File: src/rtl/spi_pkg.sv
// Constants and types shared by the SPI front end and controller_fsm.
package spi_pkg;

    typedef enum logic [1:0] {
        S_IDLE = 2'd0,
        S_HOLD = 2'd1,
        S_GAP  = 2'd2
    } hs_state_t;

    localparam logic [7:0] CMD_IMG_SEND_REQUEST = 8'hFE;
    localparam logic [7:0] CMD_CLEAR            = 8'hFD;

    localparam logic [3:0] ST_IDLE      = 4'h0;
    localparam logic [3:0] ST_RECEIVING = 4'h1;
    localparam logic [3:0] ST_COMPUTING = 4'h2;
    localparam logic [3:0] ST_DONE      = 4'h8;
    localparam logic [3:0] ST_ERROR     = 4'hF;

    // Byte shifted back to the host: status in the upper nibble.
    function automatic logic [7:0] tx_byte(input logic [3:0] status, input logic [3:0] result);
        return {status, result};
    endfunction

endpackage

File: src/rtl/spi_byte_receiver_if.sv
// Byte handshake and status lines between spi_byte_receiver and controller_fsm.
interface spi_byte_receiver_if #(parameter int CNT_W = 8);
    logic [7:0]       spi_rx_data;
    logic             spi_byte_valid;
    logic             byte_taken;
    logic             rx_enable;
    logic [3:0]       status_code;
    logic [3:0]       result_out;
    logic [CNT_W-1:0] drop_count;

    modport master (
        output spi_rx_data, spi_byte_valid, drop_count,
        input  byte_taken, rx_enable, status_code, result_out
    );

    modport slave (
        input  spi_rx_data, spi_byte_valid, drop_count,
        output byte_taken, rx_enable, status_code, result_out
    );
endinterface

File: src/rtl/bit_synchronizer.sv
// Single-bit multi-flop synchroniser with asynchronous reset to a chosen idle level.
module bit_synchronizer #(
    parameter int   STAGES  = 2,
    parameter logic RST_VAL = 1'b0
) (
    input  logic clk,
    input  logic rst_n,
    input  logic d,
    output logic q
);
    logic [STAGES-1:0] ff;

    always_ff @(posedge clk or negedge rst_n) begin
        if (!rst_n) ff <= {STAGES{RST_VAL}};
        else        ff <= {ff[STAGES-2:0], d};
    end

    assign q = ff[STAGES-1];
endmodule

File: src/rtl/spi_byte_receiver.sv
// Mode-0 SPI slave: oversampled RX into a valid/taken byte handshake, status/result on MISO.
module spi_byte_receiver
    import spi_pkg::*;
#(
    parameter int SYNC_STAGES  = 2,
    parameter int TAKE_TIMEOUT = 16,
    parameter int CNT_W        = 8
) (
    input  logic                clk,
    input  logic                rst_n,
    input  logic                spi_sclk,
    input  logic                spi_cs_n,
    input  logic                spi_mosi,
    output logic                spi_miso,
    spi_byte_receiver_if.master ctl
);
    localparam int               TMR_W    = $clog2(TAKE_TIMEOUT + 1);
    localparam logic [TMR_W-1:0] TMR_LAST = TMR_W'(TAKE_TIMEOUT - 1);
    localparam logic [CNT_W-1:0] CNT_MAX  = '1;

    logic sclk_s, cs_s, mosi_s, sclk_q, cs_q;
    logic sclk_rise, sclk_fall, cs_fall;

    bit_synchronizer #(.STAGES(SYNC_STAGES), .RST_VAL(1'b0)) u_sync_sclk (.clk, .rst_n, .d(spi_sclk), .q(sclk_s));
    bit_synchronizer #(.STAGES(SYNC_STAGES), .RST_VAL(1'b1)) u_sync_cs   (.clk, .rst_n, .d(spi_cs_n), .q(cs_s));
    bit_synchronizer #(.STAGES(SYNC_STAGES), .RST_VAL(1'b0)) u_sync_mosi (.clk, .rst_n, .d(spi_mosi), .q(mosi_s));

    always_ff @(posedge clk or negedge rst_n) begin
        if (!rst_n) begin
            sclk_q <= 1'b0;
            cs_q   <= 1'b1;
        end else begin
            sclk_q <= sclk_s;
            cs_q   <= cs_s;
        end
    end

    assign sclk_rise = sclk_s & ~sclk_q;
    assign sclk_fall = ~sclk_s & sclk_q;
    assign cs_fall   = ~cs_s & cs_q;

    // Only seven bits are stored: the eighth is taken straight from mosi_s so the
    // completed byte is available in the cycle of the final rise.
    logic [6:0] rx_shift;
    logic [2:0] bit_cnt;
    logic [7:0] rx_byte;
    logic       byte_done;

    assign rx_byte   = {rx_shift, mosi_s};
    assign byte_done = sclk_rise & ~cs_s & (bit_cnt == 3'd7);

    always_ff @(posedge clk or negedge rst_n) begin
        if (!rst_n) begin
            rx_shift <= '0;
            bit_cnt  <= '0;
        end else if (cs_s) begin
            bit_cnt <= '0;
        end else if (sclk_rise) begin
            rx_shift <= rx_byte[6:0];
            bit_cnt  <= bit_cnt + 3'd1;
        end
    end

    // MISO bit 7 is driven directly; tx_shift holds the remaining bits. The fall that
    // follows a byte-completing rise is skipped so the freshly loaded MSB is held.
    logic [6:0] tx_shift;
    logic [7:0] tx_word;

    assign tx_word = tx_byte(ctl.status_code, ctl.result_out);

    always_ff @(posedge clk or negedge rst_n) begin
        if (!rst_n) begin
            tx_shift <= '0;
            spi_miso <= 1'b0;
        end else if (cs_s) begin
            spi_miso <= 1'b0;
        end else if (cs_fall || byte_done) begin
            tx_shift <= tx_word[6:0];
            spi_miso <= tx_word[7];
        end else if (sclk_fall && bit_cnt != 3'd0) begin
            tx_shift <= {tx_shift[5:0], 1'b0};
            spi_miso <= tx_shift[6];
        end
    end

    hs_state_t        state, state_n;
    logic [7:0]       rx_data_q, pend_data, load_val;
    logic             pend_q, load, set_pend, clr_pend;
    logic [1:0]       n_drop;
    logic [TMR_W-1:0] timer;
    logic [CNT_W-1:0] drop_q;

    always_comb begin
        state_n  = state;
        load     = 1'b0;
        load_val = rx_byte;
        set_pend = 1'b0;
        clr_pend = 1'b0;
        n_drop   = 2'd0;
        case (state)
            S_IDLE: begin
                if (pend_q) begin
                    state_n  = S_HOLD;
                    load     = 1'b1;
                    load_val = pend_data;
                    clr_pend = 1'b1;
                end else if (byte_done && ctl.rx_enable) begin
                    state_n = S_HOLD;
                    load    = 1'b1;
                end
            end
            S_HOLD: begin
                if (ctl.byte_taken) begin
                    state_n = S_GAP;
                end else if (timer == TMR_LAST) begin
                    state_n = S_GAP;
                    n_drop  = n_drop + 2'd1;
                end
                if (byte_done && ctl.rx_enable) n_drop = n_drop + 2'd1;
            end
            S_GAP: begin
                state_n = S_IDLE;
                if (byte_done && ctl.rx_enable) set_pend = 1'b1;
            end
            default: state_n = S_IDLE;
        endcase
    end

    always_ff @(posedge clk or negedge rst_n) begin
        if (!rst_n) begin
            state     <= S_IDLE;
            rx_data_q <= '0;
            pend_data <= '0;
            pend_q    <= 1'b0;
            timer     <= '0;
            drop_q    <= '0;
        end else begin
            state <= state_n;
            if (load) begin
                rx_data_q <= load_val;
                timer     <= '0;
            end else if (state == S_HOLD) begin
                timer <= timer + 1'b1;
            end
            if (set_pend) begin
                pend_q    <= 1'b1;
                pend_data <= rx_byte;
            end else if (clr_pend) begin
                pend_q <= 1'b0;
            end
            if (n_drop != 2'd0)
                drop_q <= (drop_q > CNT_MAX - CNT_W'(n_drop)) ? CNT_MAX : drop_q + CNT_W'(n_drop);
        end
    end

    assign ctl.spi_rx_data    = rx_data_q;
    assign ctl.spi_byte_valid = (state == S_HOLD);
    assign ctl.drop_count     = drop_q;
endmodule

File: src/flat_wrapper.sv
// flat-port wrapper written by rule: the top's interface ports become plain ports
module spi_byte_receiver_flat import spi_pkg::*;
#(
    parameter int SYNC_STAGES  = 2,
    parameter int TAKE_TIMEOUT = 16,
    parameter int CNT_W        = 8
)
  (clk, rst_n, spi_sclk, spi_cs_n, spi_mosi, spi_miso, ctl_spi_rx_data, ctl_spi_byte_valid, ctl_drop_count, ctl_byte_taken, ctl_rx_enable, ctl_status_code, ctl_result_out);
  spi_byte_receiver_if #(.CNT_W(CNT_W)) ctl_i ();
  input  logic clk;
  input  logic rst_n;
  input  logic spi_sclk;
  input  logic spi_cs_n;
  input  logic spi_mosi;
  output logic spi_miso;
  output wire logic [$bits(ctl_i.spi_rx_data)-1:0] ctl_spi_rx_data;
  output wire logic [$bits(ctl_i.spi_byte_valid)-1:0] ctl_spi_byte_valid;
  output wire logic [$bits(ctl_i.drop_count)-1:0] ctl_drop_count;
  input wire logic [$bits(ctl_i.byte_taken)-1:0] ctl_byte_taken;
  input wire logic [$bits(ctl_i.rx_enable)-1:0] ctl_rx_enable;
  input wire logic [$bits(ctl_i.status_code)-1:0] ctl_status_code;
  input wire logic [$bits(ctl_i.result_out)-1:0] ctl_result_out;
  assign ctl_spi_rx_data = ctl_i.spi_rx_data;
  assign ctl_spi_byte_valid = ctl_i.spi_byte_valid;
  assign ctl_drop_count = ctl_i.drop_count;
  assign ctl_i.byte_taken = ctl_byte_taken;
  assign ctl_i.rx_enable = ctl_rx_enable;
  assign ctl_i.status_code = ctl_status_code;
  assign ctl_i.result_out = ctl_result_out;
  spi_byte_receiver #(.SYNC_STAGES(SYNC_STAGES), .TAKE_TIMEOUT(TAKE_TIMEOUT), .CNT_W(CNT_W)) u_core (.clk(clk), .rst_n(rst_n), .spi_sclk(spi_sclk), .spi_cs_n(spi_cs_n), .spi_mosi(spi_mosi), .spi_miso(spi_miso), .ctl(ctl_i));
endmodule
File: config.mk
export PLATFORM = sky130hd
export DESIGN_NAME = spi_byte_receiver_flat
export DESIGN_NICKNAME = d
export VERILOG_FILES = /design/src/rtl/spi_pkg.sv /design/src/rtl/spi_byte_receiver_if.sv /design/src/rtl/bit_synchronizer.sv /design/src/rtl/spi_byte_receiver.sv /design/src/flat_wrapper.sv
export SDC_FILE = /design/constraint.sdc
export NUM_CORES = 1
export LEC_CHECK = 0
export CAP_MARGIN = 20
export CORE_MARGIN = 8
export CORE_UTILIZATION = 35
export CTS_BUF_LIST = sky130_fd_sc_hd__clkbuf_4
export CTS_CLUSTER_DIAMETER = 120
export DETAILED_ROUTE_END_ITERATION = 16
export SLEW_MARGIN = 0
export SYNTH_ARGS = -nofsm -noshare
export SYNTH_HDL_FRONTEND = slang
export SYNTH_SLANG_ARGS = --single-unit
File: constraint.sdc
create_clock -name clk -period 4.95 [get_ports clk]
set_input_delay 1.2375 -clock clk [delete_from_list [all_inputs] [get_ports clk]]
set_output_delay 1.2375 -clock clk [all_outputs]
set_load 0.02 [all_outputs]
=== Word level (Yosys, flattened, before mapping) ===
Index checks and enable logic that the tools add are counted.

* $add $sub $neg: 5
* Order comparisons: 1
* Equality and inequality tests: 6
* Muxes and demuxes: 30
* Bitwise operators: 8
* Reduce and logical (&&, ||, !) cells: 14

{| class="wikitable"
|+ Operator list
! operator !! count
|-
| $mux 8 || 3
|-
| $mux 2 || 8
|-
| $mux 7 || 2
|-
| $mux 1 || 12
|-
| $mux 5 || 2
|-
| $reduce_bool 2->1 || 5
|-
| $add 8x2->8 || 1
|-
| $gt 8x8->1 || 1
|-
| $mux 3 || 2
|-
| $ne 3x1->1 const B || 2
|-
| $reduce_and 2->1 || 3
|-
| $reduce_bool 3->1 || 2
|-
| $add 5x1->5 const B || 1
|-
| $and 1x1->1 || 5
|-
| $eq 5x4->1 const B || 1
|-
| $pmux 2 s2 || 1
|-
| $sub 1x3->4 const A || 1
|-
| $add 3x1->3 const B || 1
|-
| $eq 3x3->1 const B || 1
|-
| $not 1->1 || 3
|-
| $add 2x1->2 const B || 1
|-
| $eq 2x1->1 const B || 1
|-
| $eq 2x2->1 const B || 1
|-
| $logic_and 1x1->1 || 2
|-
| other kinds (2) || 2
|}

* Flip-flop bits (word level): 58
* Output and inout bits: 18
* Word-level logic and storage cells: 79

=== Depth between registers and ports, before layout ===
Gate-level depths: netlist (run 1).

* Word-level depth: 10
* Depth in mapped cells: 13

=== Cells and area by module ===
Synthesis (run 1) repeated with hierarchy kept, for this count alone.

* Cell total of the unflattened synthesis: 208
* Area, all modules: 2675.1 um^2

{| class="wikitable"
|+ By module, submodules not included
! module !! instances !! cells an instance !! area each (um^2) !! seq. area each (um^2)
|-
| spi_byte_receiver || 1 || 202 || 2522.4 || 1302.5
|-
| bit_synchronizer at u_core.u_sync_mosi ... || 2 || 2 || 50.0 || 50.0
|-
| bit_synchronizer at u_core.u_sync_cs || 1 || 2 || 52.6 || 52.6
|}

=== Least setup slack after synthesis (run 1) ===
OpenSTA, ideal clock, no wires.

* Path type: input to register
* Start point: input ctl_rx_enable
* End point: register u_core.drop_q[4] (netlist: u_core.ctl.drop_count[4])
* Data arrival time: 3140 ps
* Setup slack: 1675 ps
* Stages: 11
* Buffers on the path: 0
* Path through: and4bb_1 and2_4 ha_1 nand2_1 inv_1 ha_1 inv_1 fa_1 nor3_2 and4_1 a21oi_1

* Cells in the longest elaborated chain, start to end: 6
* Elaborated cells on any way between the ends: 8
* Classes of those cells: 2 x add/sub; 1 x order compare; 3 x mux; 2 x reduce/logical

{| class="wikitable"
|+ RTL lines
! item !! line !! source
|-
| start, declared || flat_wrapper.sv:20 || <nowiki>input wire logic [$bits(ctl_i.rx_enable)-1:0] ctl_rx_enable;</nowiki>
|-
| $logic_and 1x1->1 (*) || spi_byte_receiver.sv:119 || <nowiki>if (byte_done && ctl.rx_enable) n_drop = n_drop + 2'd1;</nowiki>
|-
| $mux 2 (*) || spi_byte_receiver.sv:119 ||
|-
| $mux 2 (*) || spi_byte_receiver.sv:100 || <nowiki>case (state)</nowiki>
|-
| $sub 1x3->4 || spi_byte_receiver.sv:152 || <nowiki>drop_q <= (drop_q > CNT_MAX - CNT_W'(n_drop)) ? CNT_MAX : drop_q + CNT_W'(n_drop);</nowiki>
|-
| $gt 8x8->1 || spi_byte_receiver.sv:152 ||
|-
| $mux 8 || spi_byte_receiver.sv:152 ||
|-
| end signal, assigned || spi_byte_receiver.sv:152 ||
|-
| end, declared || spi_byte_receiver.sv:91 || <nowiki>logic [CNT_W-1:0] drop_q;</nowiki>
|}

Mark *: on every way between the ends. The rest lies on a longest branch, timed or not.
A chain may end at the register's enable or synchronous reset.

=== Worst setup path after layout (run 1) ===
Ends and elaborated chain as after synthesis.

==> results.ini, run 1 <==
[global_routing]
largest_net_degree_at_the_start_of_global_routing = 31
antenna_found_initial = 0
first_global_vias = 1756
global_route.overflow_total = 0
grt_first_pass_wirelength_um = 8360
grt_util_all_layers_pct = 10.4

[yosys]
synth_sequential_area_ratio_pct = 54.6
mapped_cell_area_um2 = 2670
synthFlopType = dfrtp_1
ys_types = 45
synth.avg_cell_area_um2 = 12.0
synth_fp_nets = 248
syn_inst = 223
ys.warnings.count = 0
asyncSetResetFlopFracSynth_pct = 100
count_of_flip_flops_with_a_built_in_enable_after_synthesis = 0
ys_ff_latch = 58

[worst_setup_path]
startpoint_type = primary input
cp_max_fo = 6
critPathKind = in -> reg
r2r.worst_path.cells = 13
worst_path_required_time_ns = 5.25
ff2ff_setup_slack_ns = 2.00
critical_path_endpoint_category = flip-flop
setup.worst_path.start = ctl_rx_enable
worst_r2r_endpoint = u_core.ctl.drop_count[4]$_DFFE_PN0P_
crit-reg2reg-launch = u_core.timer[0]$_DFFE_PN0P_
crit_arrival_ns = 3.74

[pwr]
power.sequential.fraction_pct = 53.2
ir_drop_uv = 165
pwr-share-clk_pct = 38.7
power.switching_fraction_pct = 24.8
power_leakage_nw = 1.44
net-switching-power_mw = 0.251
pwr-share-comb_pct = 8.1
internal_power_mw = 0.762
cellPowerDensity_nw_per_um2 = 313

[floorplan]
initial_util_pct = 35.2
num_rows = 32
floorplan.io_pins = 33
design.die.area_um2 = 10700
coreArea_um2 = 7570
dieHeight_um = 103
dieWidth_um = 103

[placement]
io_buffers = 32
dp.final_hpwl_um = 3410
dp_cells = 351
post-place-ws_ns = 1.09
placer_s_final_routability_congestion_estimate = 0.759

[final_layout]
post_route_cells_drive_above_1_share_pct = 16.6
layout.nets = 285
multi_input_comb_area_um2 = 1120
fillCellCount = 704
layout.cells.most_common_list = dfrtp_1 (55), clkdlybuf4s50_1 (31), nand2_1 (15)
mostFrequentLayoutCell = dfrtp_1
diodes = 0
finalNonFillerCells = 367
area_delta_synth_final_pct = 21.3
register_area_um2 = 1460

[cts]
cts_buffers = 9
cts-root-buf = clkbuf_4
post_cts.resized_instances = 0
cts-root-to-sink-buffers = 2
post_cts.repair.setup_buffers = 0
clock_latency_ns = 0.42
cts_hold_buf = 0
cts_sinks = 58
cts_tree = built
cts_htree_levels = 3
clkTransAtPathRegs_ns = 0.10

[sta]
slew_viol_final = 0
rsz0062_at_grt = false
slack_of_the_critical_path_ns = 1.52
fmax_mhz = 291
final_period_util_pct = 69.4
transition_time_at_the_pin_with_the_least_slew_margin_ns = 0.821
period_needed_ns = 3.43
clock-skew-final_ns = 0.0179
setup_viol = 0
hold_viol_final = 0
setup_total_neg_slack_ns = 0
max_slew_margin_pct = 45.1

[routing]
drt-vias-per-instance = 4.77
finalWirelength_um = 4850
num_vias = 1751
drt-pass1-iter-count = 4
antenna_violating_nets_post_route = 0
drt_drc_violations_left = 0
drc_violation_total_after_the_first_tritonroute_iteration = 76
routed_wire_length_per_instance_um = 13.2

[min_path]
worst_hold_startpoint = u_core.u_sync_mosi.ff[0]$_DFF_PN0_
holdCritPathClass = reg -> reg
worst_hold_path.endpoint = u_core.u_sync_mosi.ff[1]$_DFF_PN0_
min_delay_path_depth = 0

[run]
cap_viol_max_count = 0

[outcome]
status = finished, final reports clean

[per-stage QoR]
stage / cell area (µm²) / total power [mW] / utilization [%] / hold slack [ns]
6_report: 3230 / 1.01 / 42.7 / 0.358
5_1_grt: 3230 / 1.07 / 42.7 / 0.364
4_1_cts: 3230 / 1.03 / 42.7 / 0.359
3_5_place_dp: 3070 / 0.633 / 40.6 / 0.335
3_3_place_gp: 3070 / 0.630 / 40.6 / 0.338
2_1_floorplan: 2670 / 0.596 / - / 0.331
[final cells by class]
| type | count | share of cell area [%] |
|---|---|---|
| Sequential cell | 58 | 45.0 |
| Clock inverter | 7 | 2.90 |
| Tap cell | 102 | 3.95 |
| Multi-Input combinational cell | 145 | 34.5 |
| Clock buffer | 9 | 2.09 |
| Inverter | 13 | 1.51 |
| Timing Repair Buffer | 33 | 9.99 |
[layer usage]
metal	up-vias	wire length, µm	global-route usage [%]
met4	0	130	6.67
met2	32	2230	15.7
met5	-	0	0
li1	874	-	-
met1	835	2320	12.4
met3	10	165	3.35
[Yosys cell counts, types with 3 or more instances]
library cell,number,area share [%]
o21ai_1,9,1.7
buf_2,3,0.56
dfstp_2,3,3.0
dfrtp_1,55,52
inv_1,13,1.8
mux2_4,8,4.5
and4_1,3,0.99
nand3_1,3,0.56
a22o_1,8,2.6
ha_1,9,4.2
a21o_1,6,1.7
nand2_1,15,2.1
o21ai_0,5,0.94
nor3_1,4,0.75
nand2b_1,3,0.70
nor2_1,14,2.0
mux2_2,8,3.4
a21oi_1,9,1.7
nor2b_1,5,1.2
mux2i_1,8,3.0
[flip-flops by register name (all words and copies together), names as in the netlist]
name,count
u_core.ctl.drop_count,8
u_core.ctl.spi_rx_data,8
u_core.cs_q,1
u_core.rx_shift,7
u_core.u_sync_sclk.ff,2
u_core.sclk_q,1
u_core.u_sync_mosi.ff,2
u_core.spi_miso,1
u_core.bit_cnt,3
u_core.pend_data,8
u_core.timer,5
u_core.u_sync_cs.ff,2
u_core.state,2
u_core.pend_q,1
u_core.tx_shift,7
[power groups by stage]
stage               Clock (mW)  Combinational, mW  Sequential (mW)
CTS                      0.405             0.0844            0.539
global placement             0             0.0824            0.548
global route             0.428             0.0917            0.546
floorplan                    0             0.0550            0.541
finish                   0.392             0.0816            0.539
detailed placement           0             0.0841            0.549
[worst max-delay path: stages]
cell             delay, ns
clkdlybuf4s50_1       0.40
and4bb_1              0.24
and2_4                0.19
ha_1                  0.29
nand2_1               0.07
inv_1                 0.06
ha_1                  0.16
inv_1                 0.06
fa_1                  0.37
nor3_2                0.36
and4_1                0.24
a21oi_1               0.06
[worst max-delay path by stage]
| stage | endpoint | slack (ns) | depth (start not counted) |
|---|---|---|---|
| 2_1_floorplan | u_core.ctl.drop_count[4]$_DFFE_PN0P_ | 1.67 | 11 |
| 3_3_place_gp | u_core.ctl.drop_count[4]$_DFFE_PN0P_ | 1.14 | 12 |
| 3_5_place_dp | u_core.ctl.drop_count[4]$_DFFE_PN0P_ | 1.09 | 12 |
| 4_1_cts | u_core.ctl.drop_count[4]$_DFFE_PN0P_ | 1.52 | 12 |
| 5_1_grt | u_core.ctl.drop_count[4]$_DFFE_PN0P_ | 1.39 | 12 |
| 6_report | u_core.ctl.drop_count[4]$_DFFE_PN0P_ | 1.52 | 12 |
[cell families after synthesis]
| group | count (synthesis) | synth area share, % |
|---|---|---|
| simple gates | 60 | 12.8 |
| flops | 58 | 54.6 |
| mux | 26 | 11.7 |
| xor+xnor | 1 | 0.329 |
| fa+ha+maj | 10 | 4.98 |
| compound gates | 48 | 12.1 |
| buf+inv | 20 | 3.52 |
No activity file was read; power rests on OpenSTA's default activity.
==> run 2: changes to the inputs <==
- clock period: 4.95 -> 3.4 ns (I/O delays scaled with it)
==> run 2 against run 1 <==
  * Clock skew shrank 0.0060 ns
  * Global-route usage grew 0.13 points
  * Clock power is 25% higher
  * Sequential cell count stayed put
  * Critical path depth stayed put
  * Non-clock buffer count rose by 3
  * Register-to-register slack got worse by 1.5 ns
  * Hold slack is essentially flat
  * Die area unchanged
  * Routed wire length increased by 0.56%
  * Critical endpoint unchanged
  * Highest routed layer unchanged
==> results.ini, run 2 (synthesis results as in run 1) <==
[outcome]
status = finished, final reports clean

[global_routing]
grt_first_pass_wirelength_um = 8560
largest_net_degree_at_the_start_of_global_routing = 39
global_route.overflow_total = 0
grt_util_all_layers_pct = 10.5
first_global_vias = 1802
antenna_found_initial = 1

[sta]
hold_viol_final = 0
hold_slack_ns = 0.358
fmax_mhz = 332
setup_total_neg_slack_ns = 0
setup_viol = 0
slew_viol_final = 0
final_period_util_pct = 88.7
max_slew_margin_pct = 57.8
clock-skew-final_ns = 0.0119
slack_of_the_critical_path_ns = 0.385
period_needed_ns = 3.01
transition_time_at_the_pin_with_the_least_slew_margin_ns = 0.632
rsz0062_at_grt = false

[worst_setup_path]
ff2ff_setup_slack_ns = 0.47
r2r.worst_path.cells = 13
startpoint_type = primary input
cp_max_fo = 6
critPathKind = in -> reg
worst_path_required_time_ns = 3.68
crit-reg2reg-launch = u_core.timer[0]$_DFFE_PN0P_
critical_path_endpoint_category = flip-flop
worst_r2r_endpoint = u_core.ctl.drop_count[4]$_DFFE_PN0P_
crit_arrival_ns = 3.29

[final_layout]
finalCoreUtilization_pct = 42.7
finalNonFillerCells = 371
layout.cells.most_common_list = dfrtp_1 (55), clkdlybuf4s50_1 (31), nand2_1 (15)
post_route_cells_drive_above_1_share_pct = 17.2
area_delta_synth_final_pct = 21.3
final_design_area_excluding_fillers_um2 = 3230
layout.nets = 288
mostFrequentLayoutCell = dfrtp_1

[cts]
cts_tree = built
cts_hold_buf = 0
cts_sinks = 58
post_cts.repair.setup_buffers = 0
cts_buffers = 9
post_cts.resized_instances = 0
clkTransAtPathRegs_ns = 0.10
cts-root-buf = clkbuf_4
cts_htree_levels = 3
cts-root-to-sink-buffers = 2
clock_latency_ns = 0.39

[placement]
dp_cells = 354
io_buffers = 32
placer_s_final_routability_congestion_estimate = 0.764
postPlaceCellArea_um2 = 3090
post-place-ws_ns = -0.0154
dp.final_hpwl_um = 3460

[routing]
drt_drc_violations_left = 0
drc_violation_total_after_the_first_tritonroute_iteration = 86
num_vias = 1773
routed_wire_length_per_instance_um = 13.1
drt-pass1-iter-count = 4
finalWirelength_um = 4870
antenna_violating_nets_post_route = 0
drt-vias-per-instance = 4.78

[floorplan]
floorplan.io_pins = 33
coreArea_um2 = 7570
num_rows = 32
dieWidth_um = 103
design.die.area_um2 = 10700
dieHeight_um = 103
initial_util_pct = 35.2

[min_path]
holdCritPathClass = reg -> reg
min_delay_path_depth = 0
worst_hold_startpoint = u_core.u_sync_sclk.ff[0]$_DFF_PN0_
worst_hold_path.endpoint = u_core.u_sync_sclk.ff[1]$_DFF_PN0_

[pwr]
ir_drop_uv = 191
power_leakage_nw = 1.45
cellPowerDensity_nw_per_um2 = 432
total_power_mw = 1.40

[run]
cap_viol_max_count = 0

[run 2: changes by cell type in the layout (fill, tap and decap cells not counted), sizes merged]
cell	delta
inv	+1
buf	+3
clkinvlp	-1
clkinv	+1
bufinv	-1
diode	+1
[run 2: metal layers]
| layer | GRT usage, % | wire (µm) | vias up |
|---|---|---|---|
| li1 | - | - | 879 |
| met1 | 13.6 | 2360 | 855 |
| met2 | 15.4 | 2230 | 31 |
| met3 | 3.08 | 170 | 8 |
| met4 | 5.67 | 111 | 0 |
| met5 | 0 | 0 | - |
[run 2: report_power, final]
| part | internal [mW] | switching, mW |
|---|---|---|
| Clock | 0.223 | 0.266 |
| Combinational | 0.0696 | 0.0508 |
| Sequential | 0.743 | 0.0426 |
[run 2: layout make-up]
| cell class | count | area, µm² |
|---|---|---|
| tap | 102 | 128 |
| antenna | 1 | 2.50 |
| clock inverter | 7 | 68.8 |
| timing repair buffer | 36 | 345 |
| clock buffer | 9 | 67.6 |
| inverter | 13 | 48.8 |
| fill | 716 | 4340 |
| sequential | 58 | 1460 |
| multi-input combinational | 145 | 1120 |
[run 2: critical path: stages]
cell and delay, ns:
clkdlybuf4s50_1 0.41, and4bb_1 0.22, and2_4 0.16, ha_1 0.28
nand2_1 0.07, inv_1 0.06, ha_1 0.15, inv_1 0.05
fa_1 0.37, nor3_2 0.36, and4_1 0.24, a21oi_1 0.06
[run 2: how the worst max path moves through the flow]
stage,from,to
6_report,ctl_rx_enable,u_core.ctl.drop_count[4]$_DFFE_PN0P_
5_1_grt,ctl_rx_enable,u_core.ctl.drop_count[4]$_DFFE_PN0P_
4_1_cts,ctl_rx_enable,u_core.ctl.drop_count[4]$_DFFE_PN0P_
3_5_place_dp,ctl_rx_enable,u_core.ctl.drop_count[4]$_DFFE_PN0P_
3_3_place_gp,ctl_rx_enable,u_core.ctl.drop_count[4]$_DFFE_PN0P_
2_1_floorplan,ctl_rx_enable,u_core.ctl.drop_count[4]$_DFFE_PN0P_
==> patch, RTL diff (config.mk and constraints of run 2) <==
The 3 states of `hs_state_t` get a one-hot encoding in 3 bits.
--- a/src/rtl/spi_pkg.sv
+++ b/src/rtl/spi_pkg.sv
@@ -1,10 +1,10 @@
 // Constants and types shared by the SPI front end and controller_fsm.
 package spi_pkg;
 
-    typedef enum logic [1:0] {
-        S_IDLE = 2'd0,
-        S_HOLD = 2'd1,
-        S_GAP  = 2'd2
+    typedef enum logic [2:0] {
+        S_IDLE = 3'b001,
+        S_HOLD = 3'b010,
+        S_GAP  = 3'b100
     } hs_state_t;
 
     localparam logic [7:0] CMD_IMG_SEND_REQUEST = 8'hFE;
Check against the original RTL: no difference found for any inputs over 10 cycles, from zero or initial values and one cycle with rst_n low; not proved beyond that.
==> patch against run 2 <==
Worst setup slack better by 0.078 ns; via count rose by 7.7%; sequential share of layout area shrank 0.23 points; total power rose by 7.1%; clock power up 19%; routed wire length up 6.9%; highest routed layer unchanged; largest cell class unchanged; design area up 2.3%; area after synthesis shrank 0.28%; sequential cell count grew 1.
==> patch: results (changes against run 2) <==
- Status: finished, final reports clean
- Worst slew pin tran: 0.6405 ns (+0.008262 ns)
- DR pass1 iterations: 4 (unchanged)
- Clock transition at path regs: 0.11 ns
- Antenna diode count: 0 (-1)
- Clock root cell: clkbuf_4
- First-pass GRT wire length: 8825 um (+3.1%)
- Residual DRC: 0 (unchanged)
- PortBufs: 32 (unchanged)
- Hold Crit Class: reg -> reg
- # nets final: 297 (+3.1%)
- Ys async rst share: 100.0% (unchanged)
- Arr. time, crit path: 3.22 ns (-0.07 ns)
- Post-synth cell types: 50 (+11%)
- Commonest cells in the netlist: dfrtp_1, nor2_1, inv_1, mux2_2, o22ai_1
- CP max-delay cell: dfrtp_1
- Sequential-to-total area share from yosys stat: 55.74% (+1.1 points)
- LEAKAGE: 1.518 nW (+4.9%)
- Critical Path Fanout Max: 3 (-3)
- Starting DRC count in detailed routing: 36 (-58%)
- Vias per cell: 5.080 (+6.3%)
- Initial antenna violation count: 0 (-1)
- Tot GR Track Use: 10.72% (+0.22 points)
- Clk Latency, worst-skew pair: 0.39 ns (about the same)
- Setup bufs post-CTS: 0 (unchanged)
- Final WL: 5208 um (+6.9%)
- Synth warnings: 0 (unchanged)
- Placed Area: 3119 um2 (+0.85%)
- Number of fill cells: 708 (-1.1%)
- H-tree levels: 3 (unchanged)
- DPL Wire Length: 3690 um (+6.7%)
- Layout cells sized above 1: 19.49% (+2.3 points)
- Delay of the slowest cell on the worst path: 0.43 ns (+0.02 ns)
- RePlAce Congestion: 0.8178 (+7.0%)
- Synth Net Count: 251 (+1.2%)
- CTS Buf Count: 9 (unchanged)
- Skew final: 0.01319 ns (+0.001339 ns)
- Synth area leaders: dfrtp_1, mux2_2, ha_1
- Vias in the first global route: 1923 (+6.7%)
- Pin count of the biggest net entering global routing: 47 (+21%)
- Crit-path leading delay family: adder cells
- Area of the multi-input gates: 1082 um2 (-3.0%)
- Max Root-Sink Buffers: 2 (unchanged)
- Worst IR drop on VDD: 0.0001889 V (-0.96%)
- Post-CTS resize count: 0 (unchanged)
[patch: cell types whose count changed in the layout (fill, tap and decap cells not counted), moves of 4 or more]
cell      before  now
o22ai_1        0   16
mux2_4         8    0
a22o_1         8    1
a221oi_1       0    6
nor3_1         4    8
mux2i_1        8    3
mux2_2         8   16
nand2_1       15    9
o21ai_1        9    0
[patch: area by class of cell]
class                   instances  share of cell area (%)
clock inverters                 7                   3.027
well taps                      99                   3.746
clock buffers                   9                   2.043
repair buffers                 40                   11.73
inverters                      17                   1.930
multi-input cells             145                   32.73
flip-flops and latches         59                   44.80
[patch: metrics by stage]
step	power, mW	setup slack (ns)	instances	hold slack, ns
final	1.494	0.4628	376	0.3610
after CTS	1.516	0.4455	375	0.3616
after floorplan	0.8711	0.5011	226	0.3312
after global placement	0.9225	0.1628	359	0.3340
after detailed placement	0.9256	0.1082	359	0.3347
after global routing	1.567	0.2785	376	0.3665
[patch: cell families (layout without fill, tap and decap cells)]
| group | Yosys count | count (layout) | synth area share, % |
|---|---|---|---|
| xor gates and xnor gates | 4 | 4 | 1.319 |
| adders and majority gates | 10 | 10 | 4.991 |
| and+or+nand+nor | 61 | 61 | 12.81 |
| muxes | 21 | 21 | 8.757 |
| buffers and inverters | 22 | 73 | 3.531 |
| AOI/OAI and AO/OA | 49 | 49 | 12.85 |
| DFF | 59 | 59 | 55.74 |
[patch: path summary, 6_finish.rpt]
| kind | to | start | slack (ns) | cells after the start |
|---|---|---|---|---|
| max | u_core.ctl.drop_count[4] | u_core.bit_cnt[0] | 0.46 | 12 |
| min | u_core.u_sync_mosi.ff[1] | u_core.u_sync_mosi.ff[0] | 0.36 | 0 |
| max reg2reg | u_core.ctl.drop_count[4] | u_core.bit_cnt[0] | 0.46 | 12 |
| min reg2reg | u_core.u_sync_mosi.ff[1] | u_core.u_sync_mosi.ff[0] | 0.36 | 0 |
| max in group asynchronous | u_core.timer[3] | rst_n | 2.32 | 3 |
| min in group asynchronous | u_core.ctl.spi_rx_data[2] | rst_n | 0.38 | 1 |
[patch: report_power, final]
group | leakage, nW | internal (mW) | switching, mW | total (mW)
logic | 0.672 | 0.0660 | 0.0453 | 0.111
clock network | 0.0905 | 0.303 | 0.280 | 0.583
registers | 0.755 | 0.757 | 0.0428 | 0.800
[patch: layer usage]
metal	share of wire, %	routed length (um)	vias up	track usage (%)
li1	-	-	918	-
met1	47	2423	944	13.53
met2	47	2454	37	16.82
met3	4.4	228	11	2.701
met4	2.0	102	0	5.006
met5	0	0	-	0
[patch: worst register-to-register path: stages, from the launching register on]
cell     delay (ns)
dfrtp_1        0.43
ha_1           0.22
ha_1           0.19
and3b_1        0.21
and2_4         0.17
ha_1           0.28
nand2_1        0.07
inv_1          0.07
ha_1           0.16
inv_1          0.05
fa_1           0.39
nor3_1         0.23
mux2_2         0.36
